--- config.mk ---
export PLATFORM = sky130hd
export DESIGN_NAME = i_fetch
export DESIGN_NICKNAME = d
export VERILOG_FILES = /design/src/rtl/i_fetch.sv
export SDC_FILE = /design/constraint.sdc
export NUM_CORES = 1
export LEC_CHECK = 0
export CAP_MARGIN = 20
export CELL_PAD_IN_SITES_DETAIL_PLACEMENT = 1
export CELL_PAD_IN_SITES_GLOBAL_PLACEMENT = 1
export CORE_AREA = 2 2 178 180
export CTS_BUF_LIST = sky130_fd_sc_hd__clkbuf_2
export CTS_CLUSTER_SIZE = 40
export DETAILED_ROUTE_END_ITERATION = 7
export DIE_AREA = 0 0 180 182
export MAX_ROUTING_LAYER = met4
export PLACE_DENSITY = 0.94
export SYNTH_ARGS = -nofsm -noshare
export SYNTH_HDL_FRONTEND = slang
export SYNTH_SLANG_ARGS = --single-unit
--- constraint.sdc ---
create_clock -name i_clk -period 12.9 [get_ports i_clk]
set_input_delay 1.29 -clock i_clk [delete_from_list [all_inputs] [get_ports i_clk]]
set_output_delay 1.29 -clock i_clk [all_outputs]
set_load 0.02 [all_outputs]
--- src/rtl/i_fetch.sv ---
// i_fetch -- LEGv8 instruction-fetch stage.
//
// Holds the program counter, issues byte addresses to a synchronous
// instruction memory (one-cycle read latency), and buffers returned words
// in a 2-entry {pc, instr} queue. Decode takes them over a valid/ready
// handshake. A redirect from the memory stage (i_pc_src) flushes the queue,
// drops the response in flight, and issues the branch target in the same cycle.
//
// Ports
//   i_clk            clock, rising edge
//   i_reset          synchronous active-high reset
//   i_pc_src         redirect request
//   i_branch_target  redirect byte address (used only when i_pc_src = 1)
//   o_imem_req       instruction-memory read enable
//   o_imem_addr      instruction-memory byte address
//   i_imem_rdata     instruction word, valid the cycle after o_imem_req
//   o_out_valid      instruction presented to decode
//   i_out_ready      decode accepts this cycle
//   o_out_pc         PC of the presented instruction
//   o_out_instr      presented instruction
module i_fetch #(
  parameter int              WORD     = 64,
  parameter logic [WORD-1:0] RESET_PC = '0
) (
  input  logic            i_clk,
  input  logic            i_reset,
  input  logic            i_pc_src,
  input  logic [WORD-1:0] i_branch_target,
  output logic            o_imem_req,
  output logic [WORD-1:0] o_imem_addr,
  input  logic [31:0]     i_imem_rdata,
  output logic            o_out_valid,
  input  logic            i_out_ready,
  output logic [WORD-1:0] o_out_pc,
  output logic [31:0]     o_out_instr
);

  logic [WORD-1:0] r_fetch_pc;
  logic            r_inflight;
  logic [WORD-1:0] r_inflight_pc;
  logic [1:0]      r_count;
  logic            r_head;
  logic [WORD-1:0] r_fifo_pc    [0:1];
  logic [31:0]     r_fifo_instr [0:1];

  logic            w_pop;
  logic            w_push;
  logic            w_tail;
  logic [2:0]      w_occupancy;
  logic [1:0]      w_count_next;

  // Gating with reset keeps the presented valid low while state is being cleared.
  assign o_out_valid = (r_count != 2'd0) & ~i_pc_src & ~i_reset;
  assign o_out_pc    = r_fifo_pc[r_head];
  assign o_out_instr = r_fifo_instr[r_head];

  assign w_pop  = o_out_valid & i_out_ready;
  assign w_push = r_inflight & ~i_pc_src;

  // Queue entries plus the outstanding response after this cycle's pop.
  // Capping this at 2 guarantees every response has a slot waiting for it.
  assign w_occupancy = {1'b0, r_count} - {2'b00, w_pop} + {2'b00, r_inflight};

  assign o_imem_addr = i_pc_src ? i_branch_target : r_fetch_pc;
  assign o_imem_req  = ~i_reset & (i_pc_src | (w_occupancy < 3'd2));

  // A push never sees a full queue, so the tail is head + count (mod 2).
  // When count = 1 and a pop happens too, the new entry becomes the head.
  assign w_tail       = r_head ^ r_count[0];
  assign w_count_next = r_count + {1'b0, w_push} - {1'b0, w_pop};

  always_ff @(posedge i_clk) begin
    if (i_reset) begin
      r_fetch_pc    <= RESET_PC;
      r_inflight    <= 1'b0;
      r_inflight_pc <= '0;
      r_count       <= 2'd0;
      r_head        <= 1'b0;
    end else begin
      if (o_imem_req) begin
        // Wraps modulo 2^WORD at the top of the address space.
        r_fetch_pc    <= o_imem_addr + {{(WORD-3){1'b0}}, 3'd4};
        r_inflight    <= 1'b1;
        r_inflight_pc <= o_imem_addr;
      end else begin
        r_inflight    <= 1'b0;
      end

      if (w_push) begin
        r_fifo_pc[w_tail]    <= r_inflight_pc;
        r_fifo_instr[w_tail] <= i_imem_rdata;
      end

      if (w_pop) begin
        r_head <= ~r_head;
      end

      r_count <= i_pc_src ? 2'd0 : w_count_next;
    end
  end

endmodule

# Word level (Yosys, flattened, before mapping)
# Memories as Yosys holds them, arrays and structs flattened. A register that Yosys moved wholly into a read port is not among the register bits.
# Index checks and enable logic that the tools add are counted.
word_totals:
  input_bits: 100
  ff_bits: 132
  out_inout_bits: 162
  mem_bits_rw: 192
  mem_count: 2
  wordCells: 34
op_classes:
  n_mux: 9
  reduce_logical: 2
  addsub: 5
  n_bitwise: 10
  magnitude_cmp: 1
memory_table:
  columns: ["memory", "words", "word_bits", "rd", "rd_clocked_by_memory_dff", "write_ports", "line", "source"]
  rows:
  - ["r_fifo_pc", 2, 64, 1, 1, 1, "43", "logic [WORD-1:0] r_fifo_pc [0:1];"]
  - ["r_fifo_instr", 2, 32, 1, 1, 1, "44", "logic [31:0] r_fifo_instr [0:1];"]
op_table:
  columns: ["cell", "n"]
  rows:
  - ["64-bit by 3-bit adder with 64-bit output (second input constant)", 1]
  - ["64-bit 2-to-1 mux", 1]
  - ["1-bit 2-to-1 mux", 8]
  - ["1-bit AND", 5]
  - ["3-bit by 1-bit adder with 3-bit output", 1]
  - ["3-bit by 2-bit less-than comparator with 1-bit output (second input constant)", 1]
  - ["1-bit NOT", 3]
  - ["2-bit by 1-bit subtractor with 3-bit output", 1]
  - ["2-bit by 1-bit adder with 2-bit output", 1]
  - ["2-bit nonzero test", 1]
  - ["2-bit OR reduction", 1]
  - ["2-bit by 1-bit subtractor with 2-bit output", 1]
  - ["1-bit OR", 1]
  - ["1-bit bitwise XOR", 1]

# Logic depth before layout (Yosys ltp)
logic_depth:
  word_depth: 10
  depth_mapped: 18
  mapped_depth_nobuf: 12

# Worst setup path after synthesis
# Ideal clock, no wire load.
synth_timing:
  kind: "input port to flip-flop"
  from: "in i_pc_src"
  to: "mem r_fifo_instr[1][0] (enable)"
  path_buffers: 5
  t_required_ns: 12.347
  setup_time_ns: 0.553
  t_arrival_ns: 6.267
  setup_slack_ns: 6.081
  cell_stages: 8
  cell_sequence: "buf_6 -> buf_4 -> buf_6 -> buf_6 -> buf_2 -> nor2_1 -> nand2_1 -> nor2_1"
synth_between:
  elab_chain_len: 5
synth_lines:
  columns: ["item", "line", "source"]
  rows:
  - ["start, declared", "27", "input logic i_pc_src,"]
  - ["1-bit NOT", "58", "assign w_push = r_inflight & ~i_pc_src;"]
  - ["1-bit AND", "58", null]
  - ["1-bit 2-to-1 mux", "89", "if (w_push) begin"]
  - ["1-bit 2-to-1 mux", "73", "if (i_reset) begin"]
  - ["1-bit 2-to-1 mux (not written as such)", "91", "r_fifo_instr[w_tail] <= i_imem_rdata;"]
  - ["end, declared", "44", null]
# No other way between the ends.

# Final worst setup path
layout_timing:
  from: "in i_pc_src"
  to: "out o_imem_req"
layout_between:
  elab_chain_len: 9
layout_lines:
  columns: ["item", "line", "source"]
  rows:
  - ["1-bit NOT", "53", "assign o_out_valid = (r_count != 2'd0) & ~i_pc_src & ~i_reset;"]
  - ["1-bit AND (2 in a row)", "53", null]
  - ["1-bit AND", "57", "assign w_pop = o_out_valid & i_out_ready;"]
  - ["via w_pop", "46", "logic w_pop;"]
  - ["2-bit by 1-bit subtractor with 3-bit output", "62", "assign w_occupancy = {1'b0, r_count} - {2'b00, w_pop} + {2'b00, r_inflight};"]
  - ["3-bit by 1-bit adder with 3-bit output", "62", null]
  - ["3-bit by 2-bit less-than comparator with 1-bit output", "65", "assign o_imem_req = ~i_reset & (i_pc_src | (w_occupancy < 3'd2));"]
  - ["1-bit OR", "65", null]
  - ["1-bit AND", "65", null]
  - ["end, declared", "29", "output logic o_imem_req,"]
# The timed path passes the listed nets, and every way through them passes these cells.

==> flow_summary_export.csv <==
group,metric,value,unit
timing,fmax,0.145,GHz
cts,cts_tree,"built",
cts,cts_max_level,3,
cts,clk_latency,0.94,ns
final_layout,syn_to_final_growth,25.4,%
synth,synth-xor-area-share,2.86,%
routing,vias_per_cell,5.70,
synth,ys_seq_elements,323,
placed_design,numPortBuffers,261,
routing,wirelength,45200,um
critical_path,cp-start-kind,"input pin",
critical_path,startpoint,"i_pc_src",
floorplan,die_w,180,um
cts,cts_inserted_buffers,81,
timing,period_share,53.5,%
global_routing,grt_max_degree,92,
synth,synthMuxAreaShare,12.1,%
floorplan,start_util,46.4,%
critical_path,arrival,5.61,ns
pwr,ir_worst_vdd,59.1,uV
synth,synth_top_area_share,40.1,%
timing,setup_tns,0,ns
floorplan,core,0.0310,sq mm
pwr,total_power,2.16,mW
final_layout,multi_input_area,0.00544,sq mm
pwr,p_leak,6.75,nW
timing,tightestPinTransition,1.06,ns
critical_path,endpoint_kind,"output pin",
pwr,powerDensity,120,mW/mm^2
routing,firstDrtPassIters,6,
cts,cts_buffer_depth,3,
synth,synthCells,1227,
run_status,status,"complete, no violations",
synth,synth-simple-area-share,13.6,%
timing,fin_skew,0.0628,ns
timing,rsz0062_at_grt,"no",
routing,drt-initial-drc-count,818,
synth,synth_top_family_by_area,"simple AND/OR/NAND/NOR gates",
routing,drc_errors,0,
floorplan,dieHeight,182,um
hold_path,min-delay-path-class,"flip-flop to flip-flop",
routing,vias,11333,
final_layout,fill_cells,3300,
synth,synth_area,0.0144,sq mm
synth,synth_compound_area_share,8.58,%
placed_design,dp_hpwl,31300,um
cts,cts.sinks,323,
synth,yosys.area.top_type,"edfxtp_1",
timing,setup_viol,0,
floorplan,row_count,65,
critical_path,cpLargestDelayFamily,"buffers and inverters",
global_routing,overflow,0,
critical_path,required,11.61,ns
cts,cts.repair.resized,0,
synth,synthAdderAreaFrac,0.487,%
cts,postCtsHoldBufs,0,
global_routing,track_usage,27.9,%
critical_path,slowest_stage,"clkdlybuf4s50_1",
final_layout,nets,1622,
cts,clk_pin_slew,0.10,ns
cts,cts-root-buf,"clkbuf_2",
critical_path,worst-path-max-fanout,73,
timing,max_slew_margin,29.5,%
critical_path,cp_slowest_stage_delay,0.72,ns
timing,hold_violations,0,
synth,synth_ff_type,"edfxtp_1",
routing,wl_per_cell,22.8,um
timing,slew_viol_final,0,
critical_path,crit_type,"input pin to output pin",
cts,post_cts_buffers,0,
floorplan,top_level_ports,262,
critical_path,path_cells,"buf_4 > nor2_1 > a21boi_0 > and2_1 > ha_1 > nor2b_1 > fa_1 > o21bai_4 > buf_4 > nand2_1 > inv_1 > clkdlybuf4s50_1",
synth,async_reset_ff_share,0,%
routing,antenna_violating_nets_post_route,0,
global_routing,grt_pass1_wl,69200,um
timing,period_needed,6.90,ns
synth,synth_area_per_cell,11.7,sq um
floorplan,dieArea,0.0328,sq mm
critical_path,r2r-start,"r_count[0]$_SDFF_PP0_",
critical_path,critPathBufInv,4,
final_layout,seq_area,0.00839,sq mm
hold_path,hp-start,"r_fetch_pc[0]$_SDFFE_PP0P_",
synth,syn-num-nets,1332,
final_layout,drive_gt1_share,17.3,%
synth,ys_seq_area_share,58.4,%
synth,yosys-top-cells-area,"edfxtp_1 (40%), dfxtp_1 (18%), mux2_2 (8.2%)",
critical_path,cp_common_cell,"buf_4",
synth,synth_cell_types,59,
placed_design,place.gp.congestion,0.908,
global_routing,grt_pass1_vias,12168,
flow_run,maxCapViolCount,0,
synth,synth_edf_count,192,
global_routing,antenna_found_initial,2,
synth,yosysWarnings,0,
[state kept, by name, summed over array words and instances, names as in the netlist, named ones only]
register	cells
r_head	1
r_fetch_pc	64
r_fifo_pc	128
r_inflight_pc	62
r_fifo_instr	64
r_count	2
r_inflight	1
[cell type report]
type                            instances  area share [%]
Clock inverter                         26           0.646
Timing Repair Buffer                  273            15.0
Inverter                               65            1.35
Sequential cell                       323            46.6
Clock buffer                          124            3.44
Antenna cell                            2          0.0278
Multi-Input combinational cell        773            30.2
Tap cell                              402            2.79
[per-stage QoR]
step / cell area (sq um) / hold slack (ns) / setup WS, ns / std cells / util, %
after floorplan: 14400 / 0.420 / 6.08 / 1227 / -
after global placement: 17300 / 0.432 / 6.22 / 1836 / 55.8
after detailed placement: 17300 / 0.445 / 6.05 / 1836 / 55.8
after CTS: 18000 / 0.450 / 6.04 / 1986 / 58.1
after global routing: 18000 / 0.465 / 5.74 / 1988 / 58.2
final: 18000 / 0.448 / 6.00 / 1988 / 58.2
[power breakdown]
group / switching (mW) / internal, mW
combinational: 0.169 / 0.130
sequential: 0.0344 / 1.14
clock: 0.429 / 0.258
[worst register-to-register path, stage by stage, from the launching register on]
cell and delay [ns]:
dfxtp_1 0.40, inv_1 0.08, a21boi_0 0.27, and2_1 0.24, ha_1 0.25, nor2b_1 0.16
fa_1 0.49, o21bai_4 0.15, buf_4 0.53, buf_4 0.82, nor2_1 0.22, a211oi_1 0.41
[final timing paths]
kind	endpoint	slack (ns)	cells after the start
setup reg to reg	r_inflight_pc[40]$_SDFFE_PP0P_	8.74	11
hold / removal	r_fifo_pc[1][0]$_DFFE_PP_	0.45	0
hold reg to reg	r_fifo_pc[1][0]$_DFFE_PP_	0.45	0
setup / recovery	o_imem_req	6.00	12
[metal layers]
layer	vias up	wire [um]	GRT usage [%]
met5	-	0	-
met1	5599	17800	32.0
met2	452	23200	47.6
li1	5164	-	-
met4	0	1560	12.0
met3	118	2680	5.74
[Yosys cell counts, drive strengths merged (30+ instances only)]
master,n
a211oi,63
a21oi,30
clkbuf,40
dfxtp,131
edfxtp,192
inv,65
mux2,105
mux2i,56
nand2,107
nand3,60
nor2,90
o21ai,32
xnor2,46
[logic make-up (layout without fill, tap and decap cells)]
group | Yosys count | in the layout
AND/OR/NAND/NOR | 385 | 385
flip-flops | 323 | 323
AO/OA/AOI/OAI | 175 | 175
multiplexers | 161 | 161
buffers and inverters | 131 | 488
XOR/XNOR | 47 | 47
adder cells (fa/ha/maj) | 5 | 5
other | 0 | 2
[layout by cell type, fill, tap and decap left out, types with 4 or more instances in the layout]
master             n
a32o_1             4
a21oi_1           30
edfxtp_1         192
a211oi_1          63
clkinv_1          19
nand2_1          107
inv_1             65
buf_4             14
nor4_1            13
nor4_2             4
and2_1             6
clkdlybuf4s50_1  259
nand4_2            4
mux2i_1           56
ha_1               4
and3_1             4
nand4_1           24
nor3_1            20
nand3_1           60
xnor2_1           46
mux2_2           105
a222oi_1           7
dfxtp_1          130
nor2_1            87
a22oi_1           15
nand4b_1           9
o21ai_0           29
a211o_1            4
nand3b_1          28
or3_1              5
clkbuf_2         124
Note: power is estimated with default switching activity, not from simulation.
